===== src/rtl/instr_fetch.sv =====
// Instruction fetch unit: issues word reads to instruction memory, tracks
// outstanding request PCs in a 2-entry tag queue, and buffers up to two
// returned {instr, pc} pairs for the decode stage. A redirect flushes the
// buffer and drains any responses still in flight before fetching again.
module instr_fetch #(
    parameter logic [15:0] RESET_PC = 16'h0000
) (
    input  logic        clk,
    input  logic        reset,
    output logic [15:0] o_mem_addr,
    output logic        o_mem_rd,
    input  logic        i_mem_waitreq,
    input  logic [15:0] i_mem_rddata,
    input  logic        i_mem_rdvalid,
    output logic        o_valid,
    input  logic        i_ready,
    output logic [15:0] o_instr,
    output logic [4:0]  o_opcode,
    output logic [15:0] o_pc,
    input  logic        i_redirect,
    input  logic [15:0] i_redirect_pc,
    input  logic        i_halt
);

    typedef enum logic {
        RUN   = 1'b0,
        DRAIN = 1'b1
    } state_t;

    state_t      state;
    logic [15:0] pc;

    // Output buffer (circular, 2 entries)
    logic [15:0] buf_instr [2];
    logic [15:0] buf_pc    [2];
    logic        buf_head;
    logic [1:0]  buf_cnt;

    // PCs of outstanding requests, oldest at tag_head
    logic [15:0] tag_pc [2];
    logic        tag_head;
    logic [1:0]  tag_cnt;

    // Responses still owed by memory that must be thrown away after a redirect
    logic [1:0]  discard_cnt;

    // A request offered but stalled by waitreq stays asserted until accepted
    logic        req_hold;

    logic        pop;
    logic        accept;
    logic        resp_run;
    logic        resp_any;
    logic        credit_ok;
    logic [2:0]  inflight;
    logic [1:0]  discard_next;
    logic        buf_tail;
    logic        tag_tail;

    // Handshake, credit and index computation
    always_comb begin
        pop          = (buf_cnt != 2'd0) && i_ready;
        // A same-cycle pop frees a slot, which keeps a 1-cycle memory streaming
        credit_ok    = (({1'b0, tag_cnt} + {1'b0, buf_cnt}) - {2'b00, pop}) < 3'd2;
        o_mem_rd     = !reset && (state == RUN) && !i_redirect &&
                       (req_hold || (!i_halt && credit_ok));
        accept       = o_mem_rd && !i_mem_waitreq;
        resp_run     = i_mem_rdvalid && (state == RUN) && (tag_cnt != 2'd0);
        inflight     = {1'b0, tag_cnt} + {1'b0, discard_cnt};
        resp_any     = i_mem_rdvalid && (inflight != 3'd0);
        discard_next = 2'(inflight - {2'b00, resp_any});
        buf_tail     = buf_head ^ buf_cnt[0];
        tag_tail     = tag_head ^ tag_cnt[0];
    end

    assign o_mem_addr = pc;
    assign o_valid    = (buf_cnt != 2'd0);
    assign o_instr    = buf_instr[buf_head];
    assign o_pc       = buf_pc[buf_head];
    assign o_opcode   = o_instr[4:0];

    // Fetch state machine, PC, tag queue and output buffer
    always_ff @(posedge clk or posedge reset) begin
        if (reset) begin
            state        <= RUN;
            pc           <= RESET_PC;
            buf_head     <= 1'b0;
            buf_cnt      <= '0;
            tag_head     <= 1'b0;
            tag_cnt      <= '0;
            discard_cnt  <= '0;
            req_hold     <= 1'b0;
            buf_instr[0] <= '0;
            buf_instr[1] <= '0;
            buf_pc[0]    <= '0;
            buf_pc[1]    <= '0;
            tag_pc[0]    <= '0;
            tag_pc[1]    <= '0;
        end else if (i_redirect) begin
            // Redirect overrides pop, response write and issue in this cycle
            pc          <= i_redirect_pc;
            buf_head    <= 1'b0;
            buf_cnt     <= '0;
            tag_head    <= 1'b0;
            tag_cnt     <= '0;
            req_hold    <= 1'b0;
            discard_cnt <= discard_next;
            state       <= (discard_next != 2'd0) ? DRAIN : RUN;
        end else begin
            req_hold <= o_mem_rd && i_mem_waitreq;

            if (accept) begin
                pc               <= pc + 16'd1;
                tag_pc[tag_tail] <= pc;
            end

            if (resp_run) begin
                buf_instr[buf_tail] <= i_mem_rddata;
                buf_pc[buf_tail]    <= tag_pc[tag_head];
                tag_head            <= ~tag_head;
            end

            if (pop) begin
                buf_head <= ~buf_head;
            end

            case ({accept, resp_run})
                2'b10:   tag_cnt <= tag_cnt + 2'd1;
                2'b01:   tag_cnt <= tag_cnt - 2'd1;
                default: tag_cnt <= tag_cnt;
            endcase

            case ({resp_run, pop})
                2'b10:   buf_cnt <= buf_cnt + 2'd1;
                2'b01:   buf_cnt <= buf_cnt - 2'd1;
                default: buf_cnt <= buf_cnt;
            endcase

            if ((state == DRAIN) && resp_any) begin
                discard_cnt <= discard_cnt - 2'd1;
                if (discard_cnt == 2'd1) begin
                    state <= RUN;
                end
            end
        end
    end

endmodule


===== config.mk =====
export PLATFORM = sky130hd
export DESIGN_NAME = instr_fetch
export DESIGN_NICKNAME = d
export VERILOG_FILES = /design/src/rtl/instr_fetch.sv
export SDC_FILE = /design/constraint.sdc
export NUM_CORES = 1
export LEC_CHECK = 0
export CORE_MARGIN = 2
export CORE_UTILIZATION = 40
export DETAILED_ROUTE_END_ITERATION = 16
export PLACE_DENSITY = 0.66
export SLEW_MARGIN = 20
export SYNTH_ARGS = -nofsm -noshare
export SYNTH_HDL_FRONTEND = slang
export SYNTH_SLANG_ARGS = --single-unit

===== constraint.sdc =====
create_clock -name clk -period 4.4 [get_ports clk]
set_input_delay 0.44 -clock clk [delete_from_list [all_inputs] [get_ports clk]]
set_output_delay 0.44 -clock clk [all_outputs]
set_load 0.03 [all_outputs]

==> impl_metrics.csv <==
group,metric,value,unit
clock_tree,ctsHoldBuffers,0,
sta,setup_tns,0,ns
placement,placed_area,6800,um2
logic_synthesis,ys_seq_area_share,53.3,%
worst_setup_path,critPathRequiredTime,3.96,ns
status,status,"complete, no violations",
finish,fin_area,7410,um2
die,fp.coreArea,13900,um2
clock_tree,cts_buffer_depth,2,
worst_setup_path,crit_arrival,3.61,ns
routing,routed_wl,12000,um
logic_synthesis,synth_flop_cell,"dfrtp_1",
logic_synthesis,async_reset_ff_share,100,%
clock_tree,cts_tree,"done",
worst_hold_path,worstHoldEndpoint,"buf_instr[1]",
finish,syn_to_final_growth,29.4,%
sta,worst_pin_slew,0.810,ns
grt,grt_pass1_wl,19800,um
sta,relSlewSlack,46.0,%
worst_setup_path,worst-path-buf-inv,2,
finish,final_nets,603,
worst_setup_path,path_cells,"or2_2, nand2_1, inv_1, ha_1, nand2b_1, fa_1, nor2b_1, a21oi_1, nor4_1, clkdlybuf4s50_1",
routing,ant_nets,0,
worst_setup_path,cp_max_fo,7,
logic_synthesis,synth_cells,465,
logic_synthesis,synth_edf_count,0,
die,initial_core_util,41.1,%
sta,rsz0062_at_grt,"false",
clock_tree,post_cts_buffers,0,
worst_setup_path,critPathLaunchType,"flop",
clock_tree,cts_sinks,122,
job,cap_viol_max_count,0,
routing,drtIter0Drc,210,
die,dieHeight,124,um
logic_synthesis,synth.cell_area,5730,um2
routing,wl_met2,5490,um
finish,most-common-layout-cells,"dfrtp_1, mux2_2, clkdlybuf4s50_1",
worst_hold_path,min_path_type,"flop to flop",
clock_tree,clkLatencyLatePin,0.42,ns
worst_hold_path,hp-start,"buf_instr[1]",
grt,overflow,0,
die,die_area,15300,um2
worst_setup_path,crit_family,"simple AND/OR/NAND/NOR gates",
routing,routed-via-count,3799,
routing,first_pass_iters,4,
clock_tree,ctsResizeCount,0,
worst_hold_path,min_delay_path_depth,1,
routing,wl_met1,5700,um
sta,hold_viol,0,
worst_setup_path,reg2reg_from,"buf_cnt[0]",
worst_setup_path,r2r-end,"tag_cnt[1]",
logic_synthesis,synth-seq-cells,122,
sta,fmaxAchievable,0.247,GHz
clock_tree,cts_root_buf,"clkbuf_16",
power,p_per_area,543,nW/um2
routing,drt-wirelength-per-cell,16.1,um
grt,grt_usage,17.1,%
placement,io_buffer_count,93,
worst_setup_path,reg2reg_depth,11,
die,ios,94,
worst_setup_path,max_stage_delay,0.73,ns
logic_synthesis,syn_nets,512,
sta,period_minus_slack,4.05,ns
power,irDropWorstVdd,0.274,mV
placement,dp_hpwl,7900,um
logic_synthesis,avgSynthCellArea,12.3,um2
grt,antenna_found_initial,0,
routing,top_layer,"met4",
routing,dr_wl_met3,608,um
die,rows,43,
sta,slew_violations,0,
sta,setup-violations-final,0,
finish,antennaDiodeCount,0,
finish,layout_commonest_cell,"dfrtp_1",
worst_setup_path,r2r_slack,0.97,ns
worst_setup_path,endpoint_kind,"output pin",
routing,drc,0,
clock_tree,cts_buffers,17,
routing,via_per_inst,5.08,
worst_setup_path,slowest_stage,"clkdlybuf4s50_1",
finish,drive_gt1_share,26.8,%
clock_tree,clk_pin_slew,0.06,ns
clock_tree,cts_max_level,4,
grt,grt_max_degree,67,
logic_synthesis,synth_cell_type_count,42,
sta,finalClockSkew,0.0120,ns
die,fp.dieW,124,um
worst_setup_path,critical_path_class,"flop to output pin",
power,p_leak,3.27,nW
logic_synthesis,synth_warnings,0,
finish,num-fill-cells,1203,
sta,timing.final.crit_share,92.2,%
placement,gp_routability_congestion,0.814,
grt,grt_pass1_vias,3961,
==> how the worst max path moves through the flow <==
stage / from / end / cells past startpoint
after floorplan: reset / buf_cnt[0] / 1
after global placement: i_ready / o_mem_rd / 10
after detailed placement: i_ready / o_mem_rd / 10
after CTS: buf_cnt[0] / o_mem_rd / 10
after global routing: buf_cnt[0] / o_mem_rd / 10
final: buf_cnt[0] / o_mem_rd / 10
==> cells in the mapped netlist (3+ instances only) <==
cell	count	area (um2)
xnor2_1	15	131
nor3_1	6	30.0
nand3_1	7	35.0
ha_1	6	75.1
buf_6	3	33.8
nand2_1	18	67.6
buf_4	6	45.0
nor4_1	5	31.3
inv_1	9	33.8
nor2_1	38	143
xor2_1	11	96.3
buf_2	9	45.0
clkbuf_1	8	30.0
dfrtp_1	122	3050
mux2_2	102	1150
buf_1	4	15.0
a21oi_1	36	180
o21ai_0	13	65.1
mux2i_1	18	180
==> metal layers <==
| metal | track usage (%) | vias up |
|---|---|---|
| li1 | - | 1809 |
| met1 | 22.5 | 1872 |
| met2 | 26.9 | 97 |
| met3 | 4.21 | 21 |
| met4 | 7.39 | 0 |
| met5 | 0 | - |
==> cell type report <==
type / count / area [um2] / share of cell area (%)
Multi-Input combinational cell: 304 / 2490 / 33.5
Tap cell: 180 / 225 / 3.04
Sequential cell: 122 / 3050 / 41.2
Clock inverter: 7 / 113 / 1.52
Timing Repair Buffer: 102 / 998 / 13.5
Inverter: 9 / 36.3 / 0.489
Clock buffer: 24 / 502 / 6.77
==> sequential cells by signal, summed over array words and instances, names as in the netlist <==
| register | flops |
|---|---|
| buf_pc | 32 |
| buf_cnt | 2 |
| tag_head | 1 |
| discard_cnt | 2 |
| o_mem_addr | 16 |
| tag_pc | 32 |
| state | 1 |
| req_hold | 1 |
| buf_instr | 32 |
| buf_head | 1 |
| tag_cnt | 2 |
==> power by group <==
group / switching [W] / leakage, nW / internal [W]
logic: 0.000580 / 1.34 / 0.000542
clock network: 0.000471 / 0.302 / 0.000959
registers: 0.000137 / 1.63 / 0.00134
total: 0.00119 / 3.27 / 0.00284
==> per-stage QoR <==
| stage | util (%) | instances | power (W) | setup WS (ns) | hold slack [ns] |
|---|---|---|---|---|---|
| 2_1_floorplan | - | 465 | 0.00223 | 0.717 | 0.475 |
| 3_3_place_gp | 48.8 | 717 | 0.00259 | 0.724 | 0.483 |
| 3_5_place_dp | 48.8 | 717 | 0.00262 | 0.713 | 0.491 |
| 4_1_cts | 53.2 | 748 | 0.00407 | 0.318 | 0.503 |
| 5_1_grt | 53.2 | 748 | 0.00423 | 0.133 | 0.519 |
| 6_report | 53.2 | 748 | 0.00403 | 0.345 | 0.499 |
==> logic make-up after synthesis <==
kind of cell	after synthesis	share of synthesized area, %
mux	120	23.2
xor+xnor	26	3.97
buf+inv	39	3.54
simple gates	92	8.28
compound gates	58	5.74
fa+ha+maj	8	2.01
flops	122	53.3
Power figures use the tool's default switching activity.
